$ cat src/rtl/multicycle_control.sv
// Control sequencer for a multi-cycle MIPS datapath: fetch/decode, per-class execution
// states, memory-ready stalls and a sticky trap for unsupported opcodes.
module multicycle_control #(
    parameter bit MEM_HANDSHAKE = 1'b1,
    parameter int STATE_W       = 4
) (
    input  logic               clk,
    input  logic               rstn,
    input  logic [5:0]         opcode,
    input  logic               memReady,
    input  logic               halt,
    output logic               pcWr,
    output logic               pcWrBeq,
    output logic               pcWrBne,
    output logic               iorD,
    output logic               memRd,
    output logic               memWr,
    output logic               irWr,
    output logic               mem2Reg,
    output logic               regDst,
    output logic               regWr,
    output logic               ALUSrcA,
    output logic [1:0]         ALUSrcB,
    output logic [1:0]         ALUOp,
    output logic [1:0]         pcSrc,
    output logic               instrDone,
    output logic               illegal,
    output logic [STATE_W-1:0] state
);

    typedef enum logic [3:0] {
        S_IDLE     = 4'd0,
        S_FETCH    = 4'd1,
        S_DECODE   = 4'd2,
        S_MEMADDR  = 4'd3,
        S_MEMREAD  = 4'd4,
        S_MEMWB    = 4'd5,
        S_MEMWRITE = 4'd6,
        S_EXEC     = 4'd7,
        S_RWB      = 4'd8,
        S_IEXEC    = 4'd9,
        S_IWB      = 4'd10,
        S_BRANCH   = 4'd11,
        S_JUMP     = 4'd12,
        S_TRAP     = 4'd13
    } state_e;

    typedef struct packed {
        logic       pc_wr;
        logic       pc_wr_beq;
        logic       pc_wr_bne;
        logic       ior_d;
        logic       mem_rd;
        logic       mem_wr;
        logic       mem2reg;
        logic       reg_dst;
        logic       reg_wr;
        logic       alu_src_a;
        logic [1:0] alu_src_b;
        logic [1:0] alu_op;
        logic [1:0] pc_src;
        logic       instr_done;
    } ctrl_t;

    localparam logic [5:0] OP_RTYPE = 6'b000000;
    localparam logic [5:0] OP_LW    = 6'b100011;
    localparam logic [5:0] OP_SW    = 6'b101011;
    localparam logic [5:0] OP_BEQ   = 6'b000100;
    localparam logic [5:0] OP_BNE   = 6'b000101;
    localparam logic [5:0] OP_J     = 6'b000010;
    localparam logic [5:0] OP_ADDI  = 6'b001000;
    localparam logic [5:0] OP_ANDI  = 6'b001100;

    state_e     state_q, state_d;
    logic [5:0] op_q;
    logic [5:0] op_eff;
    ctrl_t      ctrl_q;
    logic       illegal_q;
    logic       ready;
    logic       fetch_rdy;
    logic       write_rdy;

    assign ready = memReady | ~MEM_HANDSHAKE;

    // State-only part of the control word; the ready-qualified strobes are added at the ports.
    function automatic ctrl_t moore_decode(input state_e s, input logic [5:0] op);
        ctrl_t c;
        c = '0;
        case (s)
            S_FETCH: begin
                c.mem_rd    = 1'b1;
                c.alu_src_b = 2'b01;
            end
            S_DECODE: c.alu_src_b = 2'b11;
            S_MEMADDR: begin
                c.alu_src_a = 1'b1;
                c.alu_src_b = 2'b10;
            end
            S_MEMREAD: begin
                c.mem_rd = 1'b1;
                c.ior_d  = 1'b1;
            end
            S_MEMWB: begin
                c.reg_wr     = 1'b1;
                c.mem2reg    = 1'b1;
                c.instr_done = 1'b1;
            end
            S_MEMWRITE: begin
                c.mem_wr = 1'b1;
                c.ior_d  = 1'b1;
            end
            S_EXEC: begin
                c.alu_src_a = 1'b1;
                c.alu_op    = 2'b10;
            end
            S_RWB: begin
                c.reg_wr     = 1'b1;
                c.reg_dst    = 1'b1;
                c.instr_done = 1'b1;
            end
            S_IEXEC: begin
                c.alu_src_a = 1'b1;
                c.alu_src_b = 2'b10;
                c.alu_op    = (op == OP_ANDI) ? 2'b11 : 2'b00;
            end
            S_IWB: begin
                c.reg_wr     = 1'b1;
                c.instr_done = 1'b1;
            end
            S_BRANCH: begin
                c.alu_src_a  = 1'b1;
                c.alu_op     = 2'b01;
                c.pc_src     = 2'b01;
                c.instr_done = 1'b1;
                c.pc_wr_beq  = (op == OP_BEQ);
                c.pc_wr_bne  = (op == OP_BNE);
            end
            S_JUMP: begin
                c.pc_wr      = 1'b1;
                c.pc_src     = 2'b10;
                c.instr_done = 1'b1;
            end
            default: c = '0;
        endcase
        return c;
    endfunction

    // In DECODE the IR is live; afterwards only the latched copy is trusted.
    assign op_eff = (state_q == S_DECODE) ? opcode : op_q;

    always_comb begin
        // NOTE: default assignment first so no path through the case leaves state_d unassigned (no latch).
        state_d = state_q;
        case (state_q)
            S_IDLE:     if (!halt) state_d = S_FETCH;
            S_FETCH:    if (ready) state_d = S_DECODE;
            S_DECODE: begin
                case (opcode)
                    OP_RTYPE:        state_d = S_EXEC;
                    OP_LW, OP_SW:    state_d = S_MEMADDR;
                    OP_BEQ, OP_BNE:  state_d = S_BRANCH;
                    OP_J:            state_d = S_JUMP;
                    OP_ADDI, OP_ANDI: state_d = S_IEXEC;
                    default:         state_d = S_TRAP;
                endcase
            end
            S_MEMADDR: begin
                if (op_q == OP_LW)      state_d = S_MEMREAD;
                else if (op_q == OP_SW) state_d = S_MEMWRITE;
                else                    state_d = S_TRAP;
            end
            S_MEMREAD:  if (ready) state_d = S_MEMWB;
            S_MEMWRITE: if (ready) state_d = S_FETCH;
            S_EXEC:     state_d = S_RWB;
            S_IEXEC:    state_d = S_IWB;
            S_MEMWB, S_RWB, S_IWB, S_BRANCH, S_JUMP: state_d = S_FETCH;
            S_TRAP:     state_d = S_TRAP;
            default:    state_d = S_TRAP;
        endcase
    end

    // Control word is registered from the next state so it lines up with state_q.
    always_ff @(posedge clk or negedge rstn) begin
        if (!rstn) begin
            state_q   <= S_IDLE;
            op_q      <= '0;
            ctrl_q    <= '0;
            illegal_q <= 1'b0;
        end else begin
            // NOTE: non-blocking assignments so every register samples pre-edge values.
            state_q <= state_d;
            ctrl_q  <= moore_decode(state_d, op_eff);
            if (state_q == S_DECODE) op_q <= opcode;
            if (state_d == S_TRAP) illegal_q <= 1'b1;
        end
    end

    assign fetch_rdy = (state_q == S_FETCH) & ready;
    assign write_rdy = (state_q == S_MEMWRITE) & ready;

    assign pcWr      = ctrl_q.pc_wr | fetch_rdy;
    assign irWr      = fetch_rdy;
    assign instrDone = ctrl_q.instr_done | write_rdy;
    assign pcWrBeq   = ctrl_q.pc_wr_beq;
    assign pcWrBne   = ctrl_q.pc_wr_bne;
    assign iorD      = ctrl_q.ior_d;
    assign memRd     = ctrl_q.mem_rd;
    assign memWr     = ctrl_q.mem_wr;
    assign mem2Reg   = ctrl_q.mem2reg;
    assign regDst    = ctrl_q.reg_dst;
    assign regWr     = ctrl_q.reg_wr;
    assign ALUSrcA   = ctrl_q.alu_src_a;
    assign ALUSrcB   = ctrl_q.alu_src_b;
    assign ALUOp     = ctrl_q.alu_op;
    assign pcSrc     = ctrl_q.pc_src;
    assign illegal   = illegal_q;
    assign state     = STATE_W'(state_q);

endmodule

$ cat config.mk
export PLATFORM = sky130hd
export DESIGN_NAME = multicycle_control
export DESIGN_NICKNAME = d
export VERILOG_FILES = /design/src/rtl/multicycle_control.sv
export SDC_FILE = /design/constraint.sdc
export NUM_CORES = 1
export LEC_CHECK = 0
export ABC_AREA = 0
export CORE_UTILIZATION = 40
export CTS_BUF_LIST = sky130_fd_sc_hd__clkbuf_4 sky130_fd_sc_hd__clkbuf_8
export DETAILED_ROUTE_END_ITERATION = 7
export PLACE_DENSITY_LB_ADDON = 0.08
export REMOVE_ABC_BUFFERS = 1
export SYNTH_ARGS = -nofsm -noshare
export SYNTH_HDL_FRONTEND = slang
export SYNTH_SLANG_ARGS = --single-unit
$ cat constraint.sdc
create_clock -name clk -period 2.85 [get_ports clk]
set_input_delay 0.7125 -clock clk [delete_from_list [all_inputs] [get_ports clk]]
set_output_delay 0.7125 -clock clk [all_outputs]
set_load 0.02 [all_outputs]
Yosys cells after proc, flatten, opt, wreduce, memory -nomap -nowiden. Cells that the tools add are included.

Output and inout bits: 23. Bits of input ports: 10. Flip-flop bits (word level): 28. Logic and storage cells: 93.

Equality and inequality tests: 37. Bitwise gates (word level): 4. Reduce and logical (&&, ||, !) cells: 12. Mux-type cells: 23.

Operator list (count): equality test 4 bit (second input constant) (11); case mux 4 bit (9 select lines) (1); equality test 4 x 3 -> 1 bit (second input constant) (8); equality test 6 x 3 -> 1 bit (second input constant) (4); equality test 6 bit (second input constant) (4); 2-to-1 mux 4 bit (6); case mux 4 bit (5 select lines) (1); equality test 6 x 4 -> 1 bit (second input constant) (3); equality test 4 x 2 -> 1 bit (second input constant) (4); case mux 2 bit (3 select lines) (2); OR reduction 2 bit (6); OR reduction 5 bit (2); 2-to-1 mux 1 bit (9); equality test 4 x 1 -> 1 bit (second input constant) (2); equality test 6 x 2 -> 1 bit (second input constant) (1); logical NOT 6 bit (1); 2-to-1 mux 6 bit (1); logical NOT 4 bit (1); 2-to-1 mux 2 bit (2); case mux 2 bit (2 select lines) (1); OR reduction 4 bit (1); OR reduction 3 bit (1); bitwise AND 1 bit (2); bitwise OR 1 bit (2).

Longest topological paths before layout.
Depth after elaboration: 7. Depth in mapped cells: 9. Depth with buffers taken out: 7.

Worst setup path before layout. Ideal clock, no wire load.

Path type: register -> output. From: register state_q[2], in the netlist state[2]. To: output port pcWr. Arrival time: 1.362 ns. Cell stages (with the launch flop): 5. Data required time: 2.138 ns. Path slack: 0.775 ns. Path buffers: 1. Cells stage by stage: dfrtp_1 -> buf_6 -> nor2_2 -> and3_1 -> or2_2.

Cells in the longest elaborated chain, start to end: 3.

RTL lines: start: declaration (RTL line 74) `state_e state_q, state_d;`; start signal: assignment (RTL line 191) `state_q <= state_d;`; equality test 4 x 1 -> 1 bit (RTL line 198) `assign fetch_rdy = (state_q == S_FETCH) & ready;`; bitwise AND 1 bit (RTL line 198); net irWr (RTL line 18) `output logic irWr,`; bitwise OR 1 bit (RTL line 201) `assign pcWr = ctrl_q.pc_wr | fetch_rdy;`; end: declaration (RTL line 12) `output logic pcWr,`.

The timed path passes the listed nets, and every way through them passes these cells.

Final worst setup path.
From: input port memReady. To: output port irWr.

Cells in the longest elaborated chain, start to end: 1.

RTL lines: start: declaration (RTL line 10) `input logic memReady,`; bitwise AND 1 bit (RTL line 198); end: declaration (RTL line 18).

Every way passes these cells.

==> metrics.md <==
| Metric | Value |
|---|---|
| Via-per-instance ratio | `5.10` |
| Critical-path cell with the highest stage delay | `clkdlybuf4s50_1` |
| Starting Density | `0.432` |
| Total Neg Setup Slack | `0 ns` |
| Outcome | `finished, final reports clean` |
| Total of flip-flops plus latches after synthesis | `27` |
| Total routed wirelength | `2950 µm` |
| Overall die width | `63.0 µm` |
| Clk buf depth | `2` |
| Unique cell type count in the Yosys netlist | `50` |
| Syn. warnings | `0` |
| Gate count after technology mapping | `138` |
| Number of hold-repair buffers added at the cts stage | `0` |
| Mapped Avg Cell Area | `10.8 µm²` |
| Clock Latency Late Sink | `0.27 ns` |
| Longest individual stage delay on the worst path | `0.60 ns` |
| Number of buffers created by CTS | `3` |
| Detailed Route Iter0 Violations | `23` |
| Number of antenna violations at the first check in global routing | `0` |
| Leakage | `0.822 nW` |
| Fill count | `307` |
| Start-to-end type of the worst setup path | `in -> out` |
| Post-CTS sizing | `0` |
| Type of the most critical hold path | `reg -> reg` |
| Endpoint class of the critical path | `primary output` |
| Netlist Area Pre-Place | `1490 µm²` |
| Crit path required time | `2.14 ns` |
| Clock period minus worst slack | `2.70 ns` |
| RePlAce Congestion | `0.762` |
| Achievable Freq | `371 MHz` |
| Main combinational cell family by area after synthesis | `simple AND/OR/NAND/NOR gates` |
| Antenna Violating Nets Remaining | `0` |
| Worst hold slack across all endpoints | `0.511 ns` |
| Fraction of final layout cells with drive strength greater than 1 | `0.246` |
| Portion of the clock cycle consumed by the worst path in the final layout | `0.946` |
| Proportion of synthesized area in mux cells | `0.0455` |
| CP Cell Sequence | `clkdlybuf4s50_1, and3_1, clkdlybuf4s50_1` |
| Unrepaired setup endpoints after global routing | `false` |
| Fraction of the mapped netlist area in compound gates | `0.179` |
| Final hold viol count | `0` |
| Register area | `676 µm²` |
| Critical path fanouts, max | `3` |
| # clock sinks | `27` |
| Total global routing overflow | `0` |
| Stages on worst setup path | `3` |
| Largest vdd supply drop | `0.637 mV` |
| MaxCap Viol Count | `0` |
| Cell occurring most often along the worst timing path | `clkdlybuf4s50_1` |
| Top delay family on crit path | `buffers and inverters` |
| Count of final setup violators | `0` |
| Largest area contributor in the netlist | `dfrtp_1` |
| Area enclosed by the die boundary | `3960 µm²` |
| Max-Slew Margin vs Limit | `0.652` |
| Number of cells on the worst hold path | `1` |
| Vertical die dimension | `63.0 µm` |
| Average wire per standard cell | `13.3 µm` |
| Number of nets at the end of the flow | `186` |
| Post-Route Skew | `0.0107 ns` |
| Relative area change from synthesis to final layout | `29.2%` |
| Global Route Usage Sum | `0.161` |
| First-pass GRT wire length | `5130 µm` |
| Post-CTS setup buffers | `0` |
| Startpoint type of the worst setup path | `input port` |
| Number of antenna diodes | `0` |
| Fraction of the mapped netlist area in adder cells | `0` |
| Clk slew on worst S/H paths | `0.10 ns` |
| Total Power | `0.00192 W` |
| Parity-gate share of the synthesized area counting xor and xnor cells | `0.00589` |
| Buffers and inverters on the worst path | `2` |
| Vias in the first global route | `1,084` |
| Slew @ Worst Pin | `0.521 ns` |
| Core footprint | `3440 µm²` |
| Simple-gate portion of the synthesized area | `0.233` |
| DRC viols | `0` |
| Sequential element share of the synthesized area | `0.455` |
| Cells on worst reg2reg path | `7` |
| Total count of max-transition violations in the final report | `0` |
| Top-level port count | `33` |
| Detailed placer's ending HPWL | `2220 µm` |
| PortBufs | `32` |
| Number of iterations in the first detailed-routing pass | `4` |
| Clock tree root buffer cell | `clkbuf_8` |
| Top-area cell type share of the netlist area | `0.455` |
| Pwr/cell area | `1000 nW/µm²` |
| H-tree level count | `1` |
| TritonCTS clock tree | `yes` |
| Pin count of the biggest net entering global routing | `28` |
| Worst path arrival time | `1.98 ns` |
| Number of core rows | `21` |
| Area taken by multi-input logic gates | `689 µm²` |
| Most area-consuming cells after synthesis | `dfrtp_1 (45%), mux2_2 (4.5%), a21oi_1 (3.7%)` |
| Number of vias in the routed layout | `1,126` |
[worst reg2reg max path, stage by stage, from the launching register on]
cell and delay, ns:
dfrtp_1 0.38, buf_4 0.19, nand2b_4 0.18, nor3_4 0.34
nor3b_4 0.46, a311oi_4 0.13, or2_1 0.27, a21oi_1 0.12
[placed cells by master, fill, tap and decap left out, drive strengths merged, types with 2 or more instances in the layout]
cell type      count
nor2b              4
nor3b              2
dlymetal6s2s       2
nor2              11
and3               2
or2                2
a31oi              2
nor4               2
clkdlybuf4s50     30
clkbuf             3
o22ai              2
o21ai              3
dfrtp             27
a2111oi            2
a21oi             11
buf               13
nand2b             5
mux2               6
nor3               7
nand2              8
inv                7
o21bai             2
nand3              3
[worst paths after layout]
| check | from | end | slack [ns] |
|---|---|---|---|
| worst min register to register | illegal$_DFFE_PN0N_ | illegal$_DFFE_PN0N_ | 0.51 |
| min in group asynchronous | rstn | regWr$_DFF_PN0_ | 0.80 |
| worst max register to register | state[0]$_DFF_PN0_ | ALUSrcB[1]$_DFF_PN0_ | 0.71 |
| worst max-delay path | memReady | irWr | 0.15 |
| worst min-delay path | illegal$_DFFE_PN0N_ | illegal$_DFFE_PN0N_ | 0.51 |
| max in group asynchronous | rstn | op_q[3]$_DFF_PN0_ | 1.78 |
[flip-flops by register name, indices dropped and copies added (netlist names)]
| name | flops |
|---|---|
| pcWrBeq | 1 |
| regDst | 1 |
| ALUOp | 2 |
| regWr | 1 |
| pcWrBne | 1 |
| memRd | 1 |
| ctrl_q | 1 |
| ALUSrcB | 2 |
| mem2Reg | 1 |
| op_q | 6 |
| pcSrc | 2 |
| memWr | 1 |
| state | 4 |
| ALUSrcA | 1 |
| iorD | 1 |
| illegal | 1 |
[synthesized netlist by cell type (all sizes together)]
| master | n |
|---|---|
| o41ai | 1 |
| dfrtp | 27 |
| a211o | 1 |
| o21ai | 3 |
| a2111oi | 2 |
| nand2 | 8 |
| or4 | 1 |
| or3 | 1 |
| o311ai | 1 |
| nand2b | 5 |
| mux2 | 6 |
| buf | 11 |
| a41oi | 1 |
| and2 | 1 |
| and3 | 2 |
| or2 | 2 |
| o32ai | 1 |
| a22oi | 1 |
| a31oi | 2 |
| nor2b | 4 |
| nor2 | 11 |
| o22ai | 2 |
| inv | 7 |
| nand3 | 3 |
| nor3 | 7 |
| nor4b | 1 |
| a21oi | 11 |
| a311oi | 1 |
| o21bai | 2 |
| nand3b | 1 |
| clkbuf | 1 |
| a221o | 1 |
| o21a | 1 |
| nor4 | 2 |
| xnor2 | 1 |
| and3b | 1 |
| nand4 | 1 |
| and2b | 1 |
| nor3b | 2 |
[area by class of cell]
class	count	area share
inverter	7	0.0137
multi-input combinational	92	0.359
clock buffer	3	0.0215
sequential	27	0.352
tap	46	0.0300
clock inverter	1	0.00391
timing repair buffer	45	0.220
[power breakdown]
group	switching (W)	total, W	internal, W
Combinational	0.000623	0.00114	0.000515
Clock	0.000117	0.000216	0.0000990
Sequential	0.0000618	0.000571	0.000509
Total	0.000801	0.00192	0.00112
[stage by stage]
step / cell area (µm²) / cells / setup slack (ns) / util
after global routing: 1920 / 221 / 0.0971 / 0.558
final: 1920 / 221 / 0.154 / 0.558
after detailed placement: 1870 / 217 / 0.0150 / 0.542
after CTS: 1920 / 221 / 0.0113 / 0.557
after global placement: 1870 / 217 / 0.0363 / 0.542
after floorplan: 1390 / 126 / 0.656 / -
[metal layers]
| metal | part of all wire | up-vias | GRT usage |
|---|---|---|---|
| li1 | - | 565 | - |
| met1 | 0.47 | 540 | 0.220 |
| met2 | 0.50 | 21 | 0.272 |
| met3 | 0.027 | 0 | 0.0328 |
| met4 | 0 | 0 | 0.0116 |
| met5 | 0 | - | 0 |
[cells by family (layout without fill, tap and decap cells)]
| logic type | after synthesis | count (layout) |
|---|---|---|
| AOI/OAI and AO/OA | 31 | 31 |
| xor gates and xnor gates | 1 | 1 |
| buffers and inverters | 19 | 56 |
| DFF | 27 | 27 |
| muxes | 6 | 6 |
| and+or+nand+nor | 54 | 54 |
No activity file was read; power rests on OpenSTA's default activity.
